--- config.mk ---
export PLATFORM = sky130hd
export DESIGN_NAME = regfile_wb_arbiter
export DESIGN_NICKNAME = d
export VERILOG_FILES = /design/src/rtl/regfile_wb_arbiter.sv
export SDC_FILE = /design/constraint.sdc
export NUM_CORES = 1
export LEC_CHECK = 0
export CORE_MARGIN = 4
export CORE_UTILIZATION = 30
export DETAILED_ROUTE_END_ITERATION = 12
export HOLD_SLACK_MARGIN = 0.15
export PLACE_DENSITY = 0.59
export SYNTH_ARGS = -nofsm -noshare
export SYNTH_HDL_FRONTEND = slang
export SYNTH_SLANG_ARGS = --single-unit
--- constraint.sdc ---
create_clock -name clk -period 9.3 [get_ports clk]
set_clock_uncertainty 0.05 [all_clocks]
set_input_delay 2.325 -clock clk [delete_from_list [all_inputs] [get_ports clk]]
set_output_delay 2.325 -clock clk [all_outputs]
set_load 0.1 [all_outputs]
--- src/rtl/regfile_wb_arbiter.sv ---
// Register-file write-port arbiter between pipeline writeback (port 0) and a long-latency unit (port 1).
// Also holds the pending-write scoreboard that decode uses to stall on outstanding port-1 results.
module regfile_wb_arbiter #(
  parameter int STARVE_MAX = 4
) (
  input  logic        clk,
  input  logic        rst,

  input  logic        p0_valid,
  output logic        p0_ready,
  input  logic [4:0]  p0_rdc,
  input  logic [31:0] p0_data,

  input  logic        p1_valid,
  output logic        p1_ready,
  input  logic [4:0]  p1_rdc,
  input  logic [31:0] p1_data,

  input  logic        iss_valid,
  output logic        iss_ready,
  input  logic [4:0]  iss_rdc,

  input  logic [4:0]  q_rsc,
  input  logic [4:0]  q_rtc,
  output logic        busy_rs,
  output logic        busy_rt,

  output logic        rf_we,
  output logic [4:0]  rf_rdc,
  output logic [31:0] rf_rd,
  output logic [5:0]  pend_cnt
);

  localparam logic [3:0] STARVE_LIM = 4'(STARVE_MAX);

  logic [3:0]  wait_cnt_q, wait_cnt_d;
  logic [31:0] pend_q, pend_d;
  logic [5:0]  pend_cnt_q;
  logic        rf_we_q;
  logic [4:0]  rf_rdc_q;
  logic [31:0] rf_rd_q;

  logic force1;
  logic p0_acc;
  logic p1_acc;
  logic iss_acc;

  function automatic logic [5:0] popcount32(input logic [31:0] v);
    logic [5:0] cnt;
    cnt = 6'd0;
    for (int i = 0; i < 32; i++) begin
      cnt = cnt + 6'(v[i]);
    end
    return cnt;
  endfunction

  // Handshakes: port 0 wins unless port 1 has waited STARVE_MAX cycles.
  assign force1    = (wait_cnt_q == STARVE_LIM);
  assign p0_ready  = !force1;
  assign p1_ready  = force1 | !p0_valid;
  assign iss_ready = !pend_q[iss_rdc] | (iss_rdc == 5'd0);

  // Nothing is accepted while reset is asserted, even if a ready is high.
  assign p0_acc  = p0_valid  & p0_ready  & !rst;
  assign p1_acc  = p1_valid  & p1_ready  & !rst;
  assign iss_acc = iss_valid & iss_ready & !rst;

  assign busy_rs  = pend_q[q_rsc];
  assign busy_rt  = pend_q[q_rtc];
  assign pend_cnt = pend_cnt_q;
  assign rf_we    = rf_we_q;
  assign rf_rdc   = rf_rdc_q;
  assign rf_rd    = rf_rd_q;

  always_comb begin
    wait_cnt_d = wait_cnt_q;
    if (!p1_valid || p1_acc) begin
      wait_cnt_d = 4'd0;
    end else if (wait_cnt_q != STARVE_LIM) begin
      wait_cnt_d = wait_cnt_q + 4'd1;
    end
  end

  // Clear first, then set: a new issue supersedes a retiring write to the same register.
  always_comb begin
    pend_d = pend_q;
    if (p1_acc) begin
      pend_d[p1_rdc] = 1'b0;
    end
    if (iss_acc && (iss_rdc != 5'd0)) begin
      pend_d[iss_rdc] = 1'b1;
    end
    pend_d[0] = 1'b0;
  end

  always_ff @(posedge clk) begin
    if (rst) begin
      wait_cnt_q <= 4'd0;
      pend_q     <= 32'd0;
      pend_cnt_q <= 6'd0;
    end else begin
      wait_cnt_q <= wait_cnt_d;
      pend_q     <= pend_d;
      pend_cnt_q <= popcount32(pend_d);
    end
  end

  // Registered write port; index/data hold when idle, r0 writes are suppressed.
  always_ff @(posedge clk) begin
    if (rst) begin
      rf_we_q  <= 1'b0;
      rf_rdc_q <= 5'd0;
      rf_rd_q  <= 32'd0;
    end else if (p0_acc) begin
      rf_we_q  <= (p0_rdc != 5'd0);
      rf_rdc_q <= p0_rdc;
      rf_rd_q  <= p0_data;
    end else if (p1_acc) begin
      rf_we_q  <= (p1_rdc != 5'd0);
      rf_rdc_q <= p1_rdc;
      rf_rd_q  <= p1_data;
    end else begin
      rf_we_q  <= 1'b0;
    end
  end

endmodule

======== Yosys cells after proc, flatten, opt, wreduce, memory -nomap -nowiden ========
Index checks and enable logic that the tools add are counted.
operators by class
  multiplexer cells ....................... 18
  $add $sub $neg .......................... 31
  order comparisons ....................... 6
  bitwise logic cells ..................... 11
  reduce and logical (&&, ||, !) cells .... 15
  equal/unequal tests ..................... 2
operators with widths
  kind                                                                           count
  6-bit by 1-bit adder with 6-bit output                                         25
  32-bit two-way mux                                                             4
  32-bit bitwise AND                                                             1
  32-bit NOT                                                                     1
  32-bit bitwise OR                                                              1
  5-bit by 6-bit less-than comparator with 1-bit output (second input constant)  4
  1-bit binary-select mux with 5-bit select                                      3
  5-bit nonzero test                                                             3
  1-bit demux with 5-bit select                                                  2
  5-bit by 1-bit >= comparator with 1-bit output (second input constant)         2
  5-bit two-way mux                                                              2
  1-bit two-way mux                                                              7
  5-bit by 1-bit adder with 6-bit output                                         1
  1-bit bitwise AND                                                              6
  4-bit by 1-bit adder with 5-bit output                                         1
  1-bit zero test                                                                5
  5-bit zero test                                                                1
  3-bit by 1-bit adder with 4-bit output                                         1
  4-bit by 1-bit adder with 4-bit output (second input constant)                 1
  4-bit by 3-bit == test with 1-bit output (second input constant)               1
  4-bit by 3-bit != test with 1-bit output (second input constant)               1
  2-bit by 1-bit adder with 3-bit output                                         1
  1-bit logical AND                                                              3
  1-bit by 1-bit adder with 2-bit output                                         1
  4 further kinds                                                                5
storage, ports and cells
  bits of input ports ..................... 94
  bits in registers ....................... 80
  logic and storage cells ................. 90

======== Depth between registers and ports, before layout ========
  depth in word-level cells ............... 39
  gate-level depth with buffers ........... 24
  mapped depth without buffers ............ 24

======== Least setup slack after synthesis ========
OpenSTA, ideal clock, no wires.
  path kind ............................... input-to-output
  start point ............................. input port iss_rdc[0]
  end point ............................... output port iss_ready
  path slack .............................. 656 ps
  stages .................................. 7
  required time ........................... 6,925 ps
  path buffers ............................ 2
  arrival time ............................ 6,269 ps
  path through ............................ buf_6 -> buf_6 -> mux2_2 -> a2bb2oi_1 -> o31a_2 -> o21ai_0 -> nor4_1
on the way
  longest elaborated chain between the ends .. 4
RTL lines
  what                                       line  source
  start, declared                            21    input logic [4:0] iss_rdc,
  1-bit binary-select mux with 5-bit select  61    assign iss_ready = !pend_q[iss_rdc] | (iss_rdc == 5'd0);
  1-bit two-way mux (implied by the code)    61
  1-bit zero test                            61
  1-bit bitwise OR *                         61
  end, declared                              20    output logic iss_ready,
Mark *: on every way between the ends. The rest lies on a longest branch, timed or not. The select of a mux whose other input is x is not followed.

======== Worst setup path in the final report ========
  start point ............................. input port iss_rdc[0]
  end point ............................... register pend_cnt_q[4] (netlist: pend_cnt[4])
on the way
  longest elaborated chain between the ends .. 38
RTL lines
  what                                                  line  source
  1-bit binary-select mux with 5-bit select             61
  1-bit two-way mux (implied by the code)               61
  1-bit zero test                                       61
  1-bit bitwise OR                                      61
  1-bit bitwise AND (2 in a row)                        66    assign iss_acc = iss_valid & iss_ready & !rst;
  1-bit logical AND                                     90    if (iss_acc && (iss_rdc != 5'd0)) begin
  32-bit two-way mux *                                  90
  1-bit by 1-bit adder with 2-bit output                52    cnt = cnt + 6'(v[i]);
  2-bit by 1-bit adder with 3-bit output                52
  3-bit by 1-bit adder with 4-bit output                52
  4-bit by 1-bit adder with 5-bit output                52
  5-bit by 1-bit adder with 6-bit output                52
  6-bit by 1-bit adder with 6-bit output (24 in a row)  52
  6-bit by 1-bit adder with 6-bit output *              52
  end signal, assigned                                  104   pend_cnt_q <= popcount32(pend_d);
  end, declared                                         38    logic [5:0] pend_cnt_q;
Marks and branches as above.
A chain may end at the register's enable or synchronous reset.

==> flow_metrics.tcl <==
set metrics [dict create \
    yosys_warnings 0 \
    p_per_area_mw_per_mm2 142.8 \
    numCtsBuffers 9 \
    cp_slowest_cell "clkdlybuf4s50_1" \
    syn-num-nets 701 \
    io_pins 143 \
    synth.distinct_cells 55 \
    antenna_found_initial 0 \
    r2r_setup_slack_ns 2.99 \
    grt_util_met2 0.2829 \
    finalSetupViolations 0 \
    cp_cell_sequence "clkdlybuf4s50_1, buf_4, mux2_2, a22oi_2, nor4b_4, a22oi_1, fa_1, fa_1, inv_1, fa_1, fa_1, fa_1, fa_1, fa_1, inv_1, fa_1, inv_1, a21o_1, a21oi_1, xor2_1, nor2_1" \
    cp.required_ns 9.46 \
    grt_use_met1 0.2253 \
    r2r_start "wait_cnt_q[0]$_SDFFE_PP0N_" \
    htree_levels 3 \
    root_buffer "clkbuf_16" \
    cp_max_fo 9 \
    ys_seq_area_frac 0.3035 \
    grt_usage 0.1771 \
    layout_commonest_cell "clkdlybuf4s50_1" \
    final_core_util 0.4243 \
    finalInstanceArea_sq_mm 0.007137 \
    arrival_ns 8.81 \
    p_leak_nw 2.711 \
    cts_tree "done" \
    place_area_sq_mm 0.006828 \
    peakVddDrop_v 0.00008906 \
    cp.depth 21 \
    outcome "finished clean" \
    holdPathStages 1 \
    maxCapViolations 0 \
    layout-drive-gt1-share 0.09040 \
    final_cell_mix "139 x clkdlybuf4s50_1, 79 x dfxtp_1, 74 x nor2_1, 46 x mux2i_1, 39 x a211oi_1" \
    grt_pass1_vias 4991 \
    vias 4863 \
    crit_top_cell "fa_1" \
    cts.repair.resized 0 \
    gp_congestion 0.9631 \
    use_met3 0.03533 \
    critPathLaunchType "input pin" \
    worstMarginPinSlew_ns 1.014 \
    grt_setup_unrepaired "false" \
    r2r_cells 24 \
    first_pass_iters 5 \
    critPathTopFamily "adder cells" \
    postSynthCellCount 575 \
    fin_ws_ns 0.6551 \
    post-route-drc-count 0 \
    crit_end "pend_cnt[4]$_SDFF_PP0_" \
    ys_ff_latch 79 \
    core_area_sq_mm 0.01682 \
    drt-initial-drc-count 407 \
    antenna_cells 0 \
    drtAntennaViolNets 0 \
    max_stage_delay_ns 0.71 \
    hold_class "register to register" \
    postRouteWirelength_um 17260 \
    die_w_um 139.8 \
    cts_sinks 79 \
    hpwl_um 13540 \
    synth_ff_type "dfxtp_1" \
    area_growth_pct 36.95 \
    die_h_um 139.8 \
    clk_pin_slew_ns 0.06 \
    row_count 47 \
    critPathCaptureType "register" \
    max_freq_mhz 115.7 \
    post_drt_wl_per_cell_um 18.60 \
    crit_type "input pin to register" \
    rr_endpoint "pend_cnt[4]$_SDFF_PP0_" \
    min_from "wait_cnt_q[0]$_SDFFE_PP0N_" \
    place_ws_ns 0.2986 \
    fin_crit_sh 0.9296 \
    hold_buffers 0 \
    dieArea_sq_mm 0.01954 \
    netlist_area_sq_mm 0.005211 \
    async_reset_ff_frac 0 \
    critPathLaunch "iss_rdc[0]" \
    finalHoldViolCount 0 \
    synth_edf_count 0 \
    grt_pass1_wl_um 27480 \
    min_period_ns 8.645 \
    via_per_inst 5.240 \
    relSlewSlack 0.3222 \
    grt_overflow 0 \
    cts_post_setup_buffers_inserted 0 \
    cp_num_buf_inv 5 \
    busiest_layer "met2" \
    grt_max_degree 79 \
    tns_ns 0 \
    final_nets 829 \
    slew_violations 0 \
    port_buffers 142 \
    cts_max_path_buffers 2 \
    clk_latency_ns 0.34 \
    avgSynthCellArea_sq_um 9.063 \
    start_util 0.3098 \
]
==> power by group <==
part           internal, mW  switching, mW
clock                 0.218          0.148
combinational        0.0987          0.191
sequential            0.354        0.00862
==> worst register-to-register path: stages (launching register included) <==
cell and delay (ns):
dfxtp_1 0.34, inv_1 0.06, ha_1 0.16, nand3b_1 0.22, a21oi_2 0.32, nand2_1 0.18
o21ai_0 0.27, a21boi_0 0.32, fa_1 0.47, inv_1 0.08, fa_1 0.41, inv_1 0.08
fa_1 0.41, inv_1 0.09, fa_1 0.45, fa_1 0.54, fa_1 0.42, fa_1 0.41
inv_1 0.08, fa_1 0.20, inv_1 0.05, a21o_1 0.17, a21oi_1 0.17, xor2_1 0.18
nor2_1 0.06
==> how the worst min path moves through the flow <==
stage                            endpoint  slack, ns
6_report       wait_cnt_q[0]$_SDFFE_PP0N_       0.43
5_1_grt        wait_cnt_q[0]$_SDFFE_PP0N_       0.47
4_1_cts        wait_cnt_q[0]$_SDFFE_PP0N_       0.44
3_5_place_dp   wait_cnt_q[0]$_SDFFE_PP0N_       0.43
3_3_place_gp   wait_cnt_q[0]$_SDFFE_PP0N_       0.39
2_1_floorplan  wait_cnt_q[0]$_SDFFE_PP0N_       0.38
==> logic make-up after synthesis <==
family	synth area share
mux	0.1661
fa+ha+maj	0.1100
simple gates	0.1832
buf+inv	0.06098
compound gates	0.1712
xor+xnor	0.005043
flops	0.3035
==> layer usage <==
metal / part of all wire / vias up
li1: - / 2328
met1: 0.42 / 2314
met2: 0.46 / 175
met3: 0.073 / 46
met4: 0.042 / 0
met5: 0 / -
==> state kept, by name (all words and copies together), names as in the netlist <==
register    cells
pend_cnt        6
pend_q         31
rf_rdc          5
rf_we           1
wait_cnt_q      4
rf_rd          32
==> cells in the mapped netlist, drive strengths merged, types with 3 or more instances <==
| library cell | number | area (sq um) |
|---|---|---|
| o21ai | 25 | 125.1 |
| a211oi | 39 | 292.8 |
| nand3b | 5 | 37.54 |
| and2 | 7 | 43.79 |
| nand3 | 16 | 80.08 |
| nand4 | 8 | 50.05 |
| mux2 | 4 | 45.04 |
| mux4 | 16 | 360.4 |
| mux2i | 46 | 460.4 |
| and3b | 3 | 26.28 |
| dfxtp | 79 | 1582 |
| inv | 34 | 127.6 |
| fa | 23 | 460.4 |
| a2bb2oi | 3 | 26.28 |
| o32ai | 3 | 26.28 |
| nor2 | 75 | 284.0 |
| a31oi | 3 | 18.77 |
| a21oi | 19 | 98.85 |
| buf | 23 | 122.6 |
| o21a | 4 | 30.03 |
| nor2b | 13 | 81.33 |
| nor3 | 10 | 50.05 |
| nand2 | 28 | 105.1 |
| ha | 9 | 112.6 |
| nand2b | 10 | 62.56 |
| o22ai | 10 | 62.56 |
| nor4b | 3 | 41.29 |
| or3 | 3 | 18.77 |
| a21boi | 3 | 22.52 |
| a22oi | 9 | 77.57 |
| clkbuf | 18 | 67.56 |
==> through the flow <==
step,cells,hold WS [ns],power (mW)
after floorplan,575,0.3797,0.5636
after global placement,912,0.3946,0.6579
after detailed placement,912,0.4259,0.6596
after CTS,928,0.4384,1.030
after global routing,928,0.4700,1.060
final,928,0.4338,1.019
==> final cells by class <==
type / instances / area (sq um)
clock buffer: 11 / 242.7
multi-input combinational: 421 / 3314
sequential: 79 / 1582
timing repair buffer: 158 / 1529
fill: 1679 / 9682
tap: 220 / 275.3
inverter: 34 / 127.6
clock inverter: 5 / 66.31
Note: power is estimated with default switching activity, not from simulation.
==> RTL change, RTL diff (same settings) <==
Put one more register stage on the output `pend_cnt`. The value now appears one clock later. The other outputs are not delayed to match.
--- a/src/rtl/regfile_wb_arbiter.sv
+++ b/src/rtl/regfile_wb_arbiter.sv
@@ -68,5 +68,7 @@
   assign busy_rs  = pend_q[q_rsc];
   assign busy_rt  = pend_q[q_rtc];
-  assign pend_cnt = pend_cnt_q;
+  always_ff @(posedge clk) begin
+    pend_cnt <= pend_cnt_q;
+  end
   assign rf_we    = rf_we_q;
   assign rf_rdc   = rf_rdc_q;
Function: changed (Yosys sat finds a counterexample within 4 cycles, from zero or initial values and one cycle with rst high).
==> RTL change against the original RTL <==
  * Clock power up 2%
  * Largest power group is now sequential cells
  * Critical path depth down 3
  * Routed wire length down 0.81%
  * Synthesized area up 1.7%
  * Count of clock-buffer cells in the layout down 2
  * Via count down 2.9%
  * Worst setup slack better by 250 ps
  * Sequential cell count up 6
  * Global-route usage down 0.077 points
  * Power up 2.5%
  * Combinational power down 2%
  * Design area up 0.39%
==> RTL change: results <==
[outcome]
status = finished, final reports clean

[global_route]
grt_use_met3_pct = 7.19
grt_pass1_vias = 4978
grt_max_degree = 77
grt_usage_pct = 17.6
grt_pass1_wl_um = 27600

[finish]
drive_above_1_share_pct = 10.1
n_fill_cell = 1676
instances_no_fill = 896
final_nets = 792

[placement]
dp.cells = 880
globalplace.congestion = 0.895

[power_and_ir_drop]
peakVddDrop_mv = 0.104
switching_power_w = 0.000356
pwr-share-seq_pct = 37.3
seq_power_w = 0.000390
clock_power_w = 0.000372
leakagePower_nw = 2.71

[yosys]
yosys.cell_types.count = 57
syn_avg_cell_area_um2 = 9.66
yosysTopAreaCellShare_pct = 32.1
synthTopCellsByArea = dfxtp_1 (32%), fa_1 (8.7%), mux4_2 (8.5%), mux2i_1 (7.4%), a211oi_1 (5.4%)
synth-seq-area-share_pct = 32.1
synthTopCellsByCount = dfxtp_1 (85), nor2_1 (71), mux2i_1 (39)

[critical_path]
worstPathArrival_ps = 8540
r2r_end = pend_cnt_q[4]$_SDFF_PP0_
crit_start = p1_rdc[1]
ff2ff_setup_slack_ps = 2790
crit_path_max_fanout = 8
worstRegToRegCells = 19

[detailed_routing]
avgViaCountPerCell = 5.27
first_iter_violations = 374
dr.pass1.iters = 5
wirelength_um = 17100

[timing]
slew_headroom_pct = 30.7

[min_path]
holdPathEnd = pend_cnt[0]$_DFF_P_
whs_path_depth = 0
worstHoldStart = pend_cnt_q[0]$_SDFF_PP0_

[clocking]
post_cts_resize_count = 0
## RTL change: cell types whose count changed in the layout (fill, tap and decap cells not counted), sizes merged, moves of 5 or more
cell     before  now
nand3        16    4
a22oi         9   17
nor3b         2   12
nand2b       10    0
mux2i        46   39
dfxtp        79   85
and2          7    1
nand4         8    1
and3b         3    8
o2111ai       0   22
o21ai        25   13
buf          19   12
o22ai        10    0
## RTL change: logic make-up (layout without fill, tap and decap cells)
| family | after synthesis | in the layout | synth area share [%] |
|---|---|---|---|
| xor+xnor | 2 | 2 | 0.330 |
| flops | 85 | 85 | 32.1 |
| buf+inv | 80 | 202 | 6.35 |
| mux | 61 | 61 | 16.3 |
| simple gates | 164 | 164 | 16.8 |
| compound gates | 125 | 125 | 17.3 |
| fa+ha+maj | 32 | 32 | 10.8 |
## RTL change: layout make-up
| class | instances | area [um^2] | share of cell area [%] |
|---|---|---|---|
| Clock buffer | 9 | 225 | 3.14 |
| Clock inverter | 7 | 78.8 | 1.10 |
| Inverter | 34 | 128 | 1.78 |
| Multi-Input combinational cell | 384 | 3260 | 45.5 |
| Sequential cell | 85 | 1700 | 23.8 |
| Tap cell | 225 | 282 | 3.93 |
| Timing Repair Buffer | 152 | 1490 | 20.7 |
## RTL change: per-layer routing
| metal | up-vias | routed length (um) |
|---|---|---|
| li1 | 2249 | - |
| met3 | 31 | 1830 |
| met2 | 217 | 7910 |
| met1 | 2227 | 6870 |
| met4 | 0 | 514 |
| met5 | - | 0 |
## RTL change: worst max path at each step
| stage | to | cells past startpoint |
|---|---|---|
| 3_5_place_dp | pend_cnt_q[4]$_SDFF_PP0_ | 20 |
| 5_1_grt | pend_cnt_q[4]$_SDFF_PP0_ | 18 |
| 2_1_floorplan | pend_cnt_q[4]$_SDFF_PP0_ | 18 |
| 3_3_place_gp | pend_cnt_q[4]$_SDFF_PP0_ | 18 |
| 6_report | pend_cnt_q[4]$_SDFF_PP0_ | 18 |
| 4_1_cts | pend_cnt_q[4]$_SDFF_PP0_ | 19 |
## RTL change: per-stage QoR
step / setup WS (ps) / hold slack [ps] / area [um^2] / utilization, %
2_1_floorplan: 1740 / 260 / 5300 / -
3_3_place_gp: 768 / 267 / 6860 / 39.7
3_5_place_dp: 684 / 263 / 6860 / 39.7
4_1_cts: 992 / 283 / 7160 / 41.4
5_1_grt: 516 / 292 / 7160 / 41.4
6_report: 907 / 278 / 7160 / 41.4
## RTL change: critical path: stages
cell	delay, ps
clkdlybuf4s50_1	540
nor2b_1	670
o2111ai_1	280
a32oi_1	460
fa_1	530
fa_1	510
inv_1	60
fa_1	490
fa_1	450
fa_1	490
fa_1	510
fa_1	190
inv_1	60
fa_1	370
nor2b_1	160
o21ai_0	130
a21boi_0	230
nor3_1	80
